### src/rtl/ps2_pkg.sv
// ps2_pkg: shared PS/2 host types, 50 MHz timing defaults and command bytes.
package ps2_pkg;
   typedef enum logic [2:0] {IDLE, INHIBIT, REQ, DATA, PAR, STOP, ACK, WAITIDLE} ps2_tx_state_t;
   localparam int DEF_INHIBIT_CYCLES = 5000;
   localparam int DEF_TIMEOUT_CYCLES = 750000;
   localparam logic [7:0] CMD_RESET = 8'hFF;
   localparam logic [7:0] CMD_ENABLE = 8'hF4;
   localparam logic [7:0] CMD_ACK = 8'hFA;
endpackage

### src/rtl/ps2_host_tx_if.sv
// ps2_host_tx_if: command-byte handshake and status between a requester and the PS/2 transmitter.
interface ps2_host_tx_if;
   logic [7:0] tx_data;
   logic tx_valid;
   logic tx_ready;
   logic busy;
   logic done;
   logic error;
   modport master (output tx_data, tx_valid, input tx_ready, busy, done, error);
   modport slave (input tx_data, tx_valid, output tx_ready, busy, done, error);
endinterface

### src/rtl/ps2_line_sync.sv
// ps2_line_sync: 2-flop synchronizers for the PS/2 pads plus clock falling-edge detect.
module ps2_line_sync (
   input  logic clk,
   input  logic reset,
   input  logic ps2_clk_in,
   input  logic ps2_data_in,
   output logic clk_s,
   output logic data_s,
   output logic fall
);
   logic [1:0] cm, dm;
   logic clk_q;
   // Idle PS/2 lines are high, so the chain resets to 1 to avoid a false edge.
   always_ff @(posedge clk or posedge reset)
      if (reset) begin
         cm <= 2'b11;
         dm <= 2'b11;
         clk_q <= 1'b1;
      end else begin
         cm <= {cm[0], ps2_clk_in};
         dm <= {dm[0], ps2_data_in};
         clk_q <= cm[1];
      end
   assign clk_s = cm[1];
   assign data_s = dm[1];
   assign fall = clk_q & ~cm[1];
endmodule

### src/rtl/ps2_host_tx.sv
// ps2_host_tx: PS/2 host-to-device byte transmitter (request-to-send, odd parity, ack check, timeout).
module ps2_host_tx
   import ps2_pkg::*;
#(
   parameter int INHIBIT_CYCLES = DEF_INHIBIT_CYCLES,
   parameter int TIMEOUT_CYCLES = DEF_TIMEOUT_CYCLES
) (
   input  logic clk,
   input  logic reset,
   ps2_host_tx_if.slave bus,
   input  logic ps2_clk_in,
   input  logic ps2_data_in,
   output logic ps2_clk_oe,
   output logic ps2_data_oe
);
   localparam int CW = $clog2((INHIBIT_CYCLES > TIMEOUT_CYCLES ? INHIBIT_CYCLES : TIMEOUT_CYCLES) + 1);
   ps2_tx_state_t state;
   logic [CW-1:0] cnt;
   logic [7:0] shreg;
   logic par;
   logic [3:0] bitcnt;
   logic clk_s, data_s, fall, timeout;
   ps2_line_sync u_sync (
      .clk(clk),
      .reset(reset),
      .ps2_clk_in(ps2_clk_in),
      .ps2_data_in(ps2_data_in),
      .clk_s(clk_s),
      .data_s(data_s),
      .fall(fall)
   );
   assign timeout = (cnt == CW'(TIMEOUT_CYCLES - 1));
   assign bus.tx_ready = (state == IDLE);
   assign bus.busy = (state != IDLE);
   // done/error pulse while the FSM still reads busy; it drops to IDLE the following cycle.
   always_ff @(posedge clk or posedge reset)
      if (reset) begin
         state <= IDLE;
         cnt <= '0;
         shreg <= '0;
         par <= 1'b0;
         bitcnt <= '0;
         ps2_clk_oe <= 1'b0;
         ps2_data_oe <= 1'b0;
         bus.done <= 1'b0;
         bus.error <= 1'b0;
      end else begin
         bus.done <= 1'b0;
         bus.error <= 1'b0;
         if (bus.done || bus.error) state <= IDLE;
         else case (state)
            IDLE: if (bus.tx_valid) begin
               shreg <= bus.tx_data;
               par <= ~^bus.tx_data;
               bitcnt <= '0;
               cnt <= '0;
               ps2_clk_oe <= 1'b1;
               state <= INHIBIT;
            end
            INHIBIT: begin
               cnt <= cnt + 1'b1;
               if (cnt == CW'(INHIBIT_CYCLES - 2)) ps2_data_oe <= 1'b1;
               if (cnt == CW'(INHIBIT_CYCLES - 1)) begin
                  ps2_clk_oe <= 1'b0;
                  cnt <= '0;
                  state <= REQ;
               end
            end
            default: if (timeout) begin
               ps2_clk_oe <= 1'b0;
               ps2_data_oe <= 1'b0;
               bus.error <= 1'b1;
            end else begin
               cnt <= cnt + 1'b1;
               case (state)
                  REQ: if (fall) begin
                     ps2_data_oe <= ~shreg[0];
                     bitcnt <= 4'd1;
                     state <= DATA;
                  end
                  DATA: if (fall) begin
                     if (bitcnt == 4'd8) begin
                        ps2_data_oe <= ~par;
                        state <= PAR;
                     end else begin
                        ps2_data_oe <= ~shreg[bitcnt[2:0]];
                        bitcnt <= bitcnt + 1'b1;
                     end
                  end
                  PAR: if (fall) begin
                     ps2_data_oe <= 1'b0;
                     state <= STOP;
                  end
                  STOP: if (fall) state <= ACK;
                  ACK: if (data_s) bus.error <= 1'b1;
                     else state <= WAITIDLE;
                  WAITIDLE: if (clk_s && data_s) bus.done <= 1'b1;
                  default: ;
               endcase
            end
         endcase
      end
endmodule

### src/flat_wrapper.sv
// flat-port wrapper written by rule: the top's interface ports become plain ports
module ps2_host_tx_flat import ps2_pkg::*;
#(
   parameter int INHIBIT_CYCLES = DEF_INHIBIT_CYCLES,
   parameter int TIMEOUT_CYCLES = DEF_TIMEOUT_CYCLES
)
  (clk, reset, ps2_clk_in, ps2_data_in, ps2_clk_oe, ps2_data_oe, bus_tx_data, bus_tx_valid, bus_tx_ready, bus_busy, bus_done, bus_error);
  ps2_host_tx_if bus_i ();
  input  logic clk;
  input  logic reset;
  input  logic ps2_clk_in;
  input  logic ps2_data_in;
  output logic ps2_clk_oe;
  output logic ps2_data_oe;
  input wire logic [$bits(bus_i.tx_data)-1:0] bus_tx_data;
  input wire logic [$bits(bus_i.tx_valid)-1:0] bus_tx_valid;
  output wire logic [$bits(bus_i.tx_ready)-1:0] bus_tx_ready;
  output wire logic [$bits(bus_i.busy)-1:0] bus_busy;
  output wire logic [$bits(bus_i.done)-1:0] bus_done;
  output wire logic [$bits(bus_i.error)-1:0] bus_error;
  assign bus_i.tx_data = bus_tx_data;
  assign bus_i.tx_valid = bus_tx_valid;
  assign bus_tx_ready = bus_i.tx_ready;
  assign bus_busy = bus_i.busy;
  assign bus_done = bus_i.done;
  assign bus_error = bus_i.error;
  ps2_host_tx #(.INHIBIT_CYCLES(INHIBIT_CYCLES), .TIMEOUT_CYCLES(TIMEOUT_CYCLES)) u_core (.clk(clk), .reset(reset), .bus(bus_i), .ps2_clk_in(ps2_clk_in), .ps2_data_in(ps2_data_in), .ps2_clk_oe(ps2_clk_oe), .ps2_data_oe(ps2_data_oe));
endmodule
### config.mk
export PLATFORM = sky130hd
export DESIGN_NAME = ps2_host_tx_flat
export DESIGN_NICKNAME = d
export VERILOG_FILES = /design/src/rtl/ps2_pkg.sv /design/src/rtl/ps2_host_tx_if.sv /design/src/rtl/ps2_line_sync.sv /design/src/rtl/ps2_host_tx.sv /design/src/flat_wrapper.sv
export SDC_FILE = /design/constraint.sdc
export NUM_CORES = 1
export LEC_CHECK = 0
export ABC_AREA = 1
export CELL_PAD_IN_SITES_DETAIL_PLACEMENT = 1
export CELL_PAD_IN_SITES_GLOBAL_PLACEMENT = 1
export CORE_UTILIZATION = 34
export CTS_CLUSTER_SIZE = 24
export DETAILED_ROUTE_END_ITERATION = 12
export PLACE_DENSITY = 0.7
export SYNTH_ARGS = -nofsm -noshare
export SYNTH_HDL_FRONTEND = slang
export SYNTH_SLANG_ARGS = --single-unit
### constraint.sdc
create_clock -name clk -period 1.8 [get_ports clk]
set_input_delay 0.45 -clock clk [delete_from_list [all_inputs] [get_ports clk]]
set_output_delay 0.45 -clock clk [all_outputs]
set_load 0.03 [all_outputs]
==> summary.md <==
| Metric | Value |
|---|---|
| Status | `completed` |
| FF-to-FF Start | `u_core.cnt[0]` |
| EDFF count, synth | `0` |
| RD Place Congestion | `0.865` |
| Max-cap violations | `0` |
| Logic gate share of total power | `0.548` |
| Core area | `0.00876 mm2` |
| FF-to-FF path depth | `9` |
| Placed cells | `587` |
| Pwr Density | `1280 mW/mm2` |
| Vias per cell | `5.14` |
| NetSw | `2.20 mW` |
| Rows | `34` |
| Worst path cell trace | `inv_1 -> nand2_1 -> nor2_4 -> buf_4 -> buf_6` |
| Hold Slack | `0.358 ns` |
| Largest net degree at the start of global routing | `29` |
| Req. time, crit path | `1.35 ns` |
| # DRC | `0` |
| Cell area after layout | `0.00381 mm2` |
| Die height | `97.3 um` |
| Initial Util | `0.353` |
| Yosys cell types | `35` |
| Number of fill cells | `1112` |
| CTS max path bufs | `2` |
| H-tree Lvls | `2` |
| Worst Clk Skew | `0.0119 ns` |
| Total Power | `4.87 mW` |
| Routed WL per cell | `16.1 um` |
| Synth top area share | `0.324` |
| Vias in the first global route | `3275` |
| Ports | `19` |
| Latest clock arrival within the worst-skew pair | `0.31 ns` |
| Post-synth ARST share | `1.00` |
| Final setup fails | `0` |
| Critical Path End | `bus_tx_ready` |
| Fin nets | `508` |
| Highest Clock Rate | `579 MHz` |
| Area leader, netlist | `dfrtp_1` |
| Die W | `97.3 um` |
| Clock tree sinks | `45` |
| Top post-synthesis cells by count | `nand2_1 (132), nor2_1 (52), inv_1 (42)` |
| Port Buf Inserts | `18` |
| RSZ-0062 raised after global routing | `no` |
| Max FO, Critical Path | `4` |
| Cell count after synthesis | `442` |
| Finished Core Util | `0.434` |
| Clock share of power | `0.164` |
| Synthesis-to-finish area growth | `23.2%` |
| Post-route non-filler standard cell count | `600` |
| Total Routing Usage GR | `0.215` |
| CTS tree | `built` |
| Avg Inst Size Synth | `6.99 um2` |
| Sequential fraction of design power | `0.288` |
| GR Overflow Total | `0` |
| Critical path endpoint category | `output pin` |
| Seq/Total Area, Yosys | `0.366` |
| Critical Path Source Type | `register` |
| Yosys reg bits | `45` |
| Worst hold path type | `register to register` |
| Share of layout cells above drive strength 1 | `0.203` |
| Max VDD drop | `0.000763 V` |
| Synth top area cells | `dfrtp_1 (32%), nand2_1 (16%), nor2_1 (6.3%)` |
| Initial DRC count | `69` |
| Setup ws final | `0.0720 ns` |
| Switch share | `0.451` |
| Ys flop type | `dfrtp_1` |
| Full die area | `0.00948 mm2` |
| Worst R2R End | `u_core.cnt[0]` |
| Internal power | `2.68 mW` |
| Worst Path Arrival | `1.28 ns` |
| Syn_nets | `459` |
| CP startpoint | `u_core.state[0]` |
| HPWL reported at the end of detailed placement | `7570 um` |
| Pre-CTS WS | `-0.0172 ns` |
| Lkg Pwr | `1.78 nW` |
| Crit-path max cell delay | `0.40 ns` |
| Worst-Margin Slew | `0.321 ns` |
| Fin Setup TNS | `0 ns` |
| Critical path type | `register to output pin` |
| Final Hold Fails | `0` |
| Final Critical Period | `1.73 ns` |
| 1st-pass router iterations | `4` |
| Num CTS Buffers | `5` |
| CP max stage cell | `dfrtp_1` |
| N_diodes | `0` |
| Ys Warns | `0` |
| Via count | `3082` |
| Post-route ant nets | `0` |
| Cts hold-fix bufs | `0` |
| Clk slew on worst S/H paths | `0.09 ns` |
| Worst rel slew slack | `0.786` |
| Cell with the most instances after synthesis | `nand2_1` |
| Period utilisation layout | `0.960` |
| FF-to-FF setup slack | `0.12 ns` |
| Initial antenna violation count | `0` |
| First-pass GRT wire length | `16100 um` |
| Clk root buf | `clkbuf_8` |
| Total Routed Length | `9690 um` |
| Post-DP Area | `0.00357 mm2` |
| Post-Syn Area | `0.00309 mm2` |
| Final Max Tran Viols | `0` |
[logic make-up (layout without fill, tap and decap cells)]
logic type / Yosys count / count (layout) / share of synthesized area
and+or+nand+nor: 252 / 252 / 0.357
muxes: 4 / 4 / 0.0146
xor gates and xnor gates: 14 / 14 / 0.0397
DFF: 45 / 45 / 0.366
adders and majority gates: 4 / 4 / 0.0162
AOI/OAI and AO/OA: 59 / 59 / 0.117
buffers and inverters: 64 / 114 / 0.0887
[final cells by class]
| cell class | count | area, um2 | share of cell area |
|---|---|---|---|
| sequential | 45 | 1140 | 0.299 |
| timing repair buffer | 52 | 483 | 0.127 |
| tap | 108 | 135 | 0.0355 |
| inverter | 54 | 211 | 0.0556 |
| multi-input combinational | 333 | 1730 | 0.454 |
| clock inverter | 2 | 38.8 | 0.0102 |
| clock buffer | 6 | 72.6 | 0.0191 |
[layer usage]
metal | global-route usage | wire length, um | up-vias
met5 | 0 | 0 | -
met4 | 0.0792 | 257 | 0
met3 | 0.0381 | 163 | 16
met2 | 0.385 | 5030 | 39
met1 | 0.256 | 4240 | 1517
li1 | - | - | 1510
[sequential cells by signal, summed over array words and instances (netlist names), 2 cells and up]
register and count:
u_core.cnt 20, u_core.bitcnt 4, u_core.u_sync.cm 2, u_core.shreg 8, u_core.u_sync.dm 2, u_core.state 3
[critical path, delay by kind of cell, from the launching register on]
family	cells	cell delay, ns
flops	1	0.40
simple gates	2	0.21
buf+inv	3	0.37
[worst min-delay path by stage]
stage                             start                  end  slack [ns]  cells past startpoint
floorplan           u_core.u_sync.cm[0]  u_core.u_sync.cm[1]        0.35                      0
global placement    u_core.u_sync.cm[0]  u_core.u_sync.cm[1]        0.35                      0
detailed placement  u_core.u_sync.dm[0]  u_core.u_sync.dm[1]        0.35                      0
CTS                 u_core.u_sync.dm[0]  u_core.u_sync.dm[1]        0.36                      0
global route        u_core.u_sync.dm[0]  u_core.u_sync.dm[1]        0.36                      0
finish              u_core.u_sync.cm[0]  u_core.u_sync.cm[1]        0.36                      0
[cells in the final DEF, fill, tap and decap left out, types with 2 or more instances in the layout]
cell | synthesis | layout
xor2_1 | 7 | 7
inv_2 | 9 | 10
clkdlybuf4s50_1 | 0 | 12
a21oi_1 | 17 | 17
o21ai_1 | 14 | 15
dfrtp_1 | 40 | 35
o21ai_2 | 6 | 6
nand2_2 | 4 | 7
xnor2_1 | 7 | 7
nor2_4 | 3 | 4
nand3b_1 | 2 | 2
dfstp_2 | 5 | 5
nand4_1 | 13 | 13
nor2_1 | 52 | 49
dfrtp_2 | 0 | 5
dlymetal6s2s_1 | 0 | 4
buf_4 | 3 | 30
buf_6 | 2 | 2
nor3_1 | 7 | 6
o21ai_0 | 10 | 9
nor3_2 | 1 | 2
o21bai_1 | 3 | 3
nand3_1 | 31 | 30
nand3_2 | 1 | 2
mux2_2 | 4 | 4
inv_1 | 42 | 41
o211ai_1 | 7 | 7
nor2_2 | 4 | 6
ha_1 | 4 | 3
clkbuf_8 | 0 | 5
nand2_1 | 132 | 129
[power by group through the flow]
| stage | clock network, mW | registers, mW | logic (mW) |
|---|---|---|---|
| after detailed placement | 0 | 1.41 | 2.51 |
| after global placement | 0 | 1.40 | 2.42 |
| final | 0.800 | 1.40 | 2.67 |
| after global routing | 0.866 | 1.43 | 2.96 |
| after CTS | 0.829 | 1.39 | 2.52 |
| after floorplan | 0 | 1.44 | 1.54 |
[what timing repair did]
action,in CTS,in global routing
gates resized for setup,5,28
pin swaps,0,2
setup buffers,0,4
gates cloned,0,1
endpoints found under the setup margin,1,32
(Power assumes the default switching activity.)
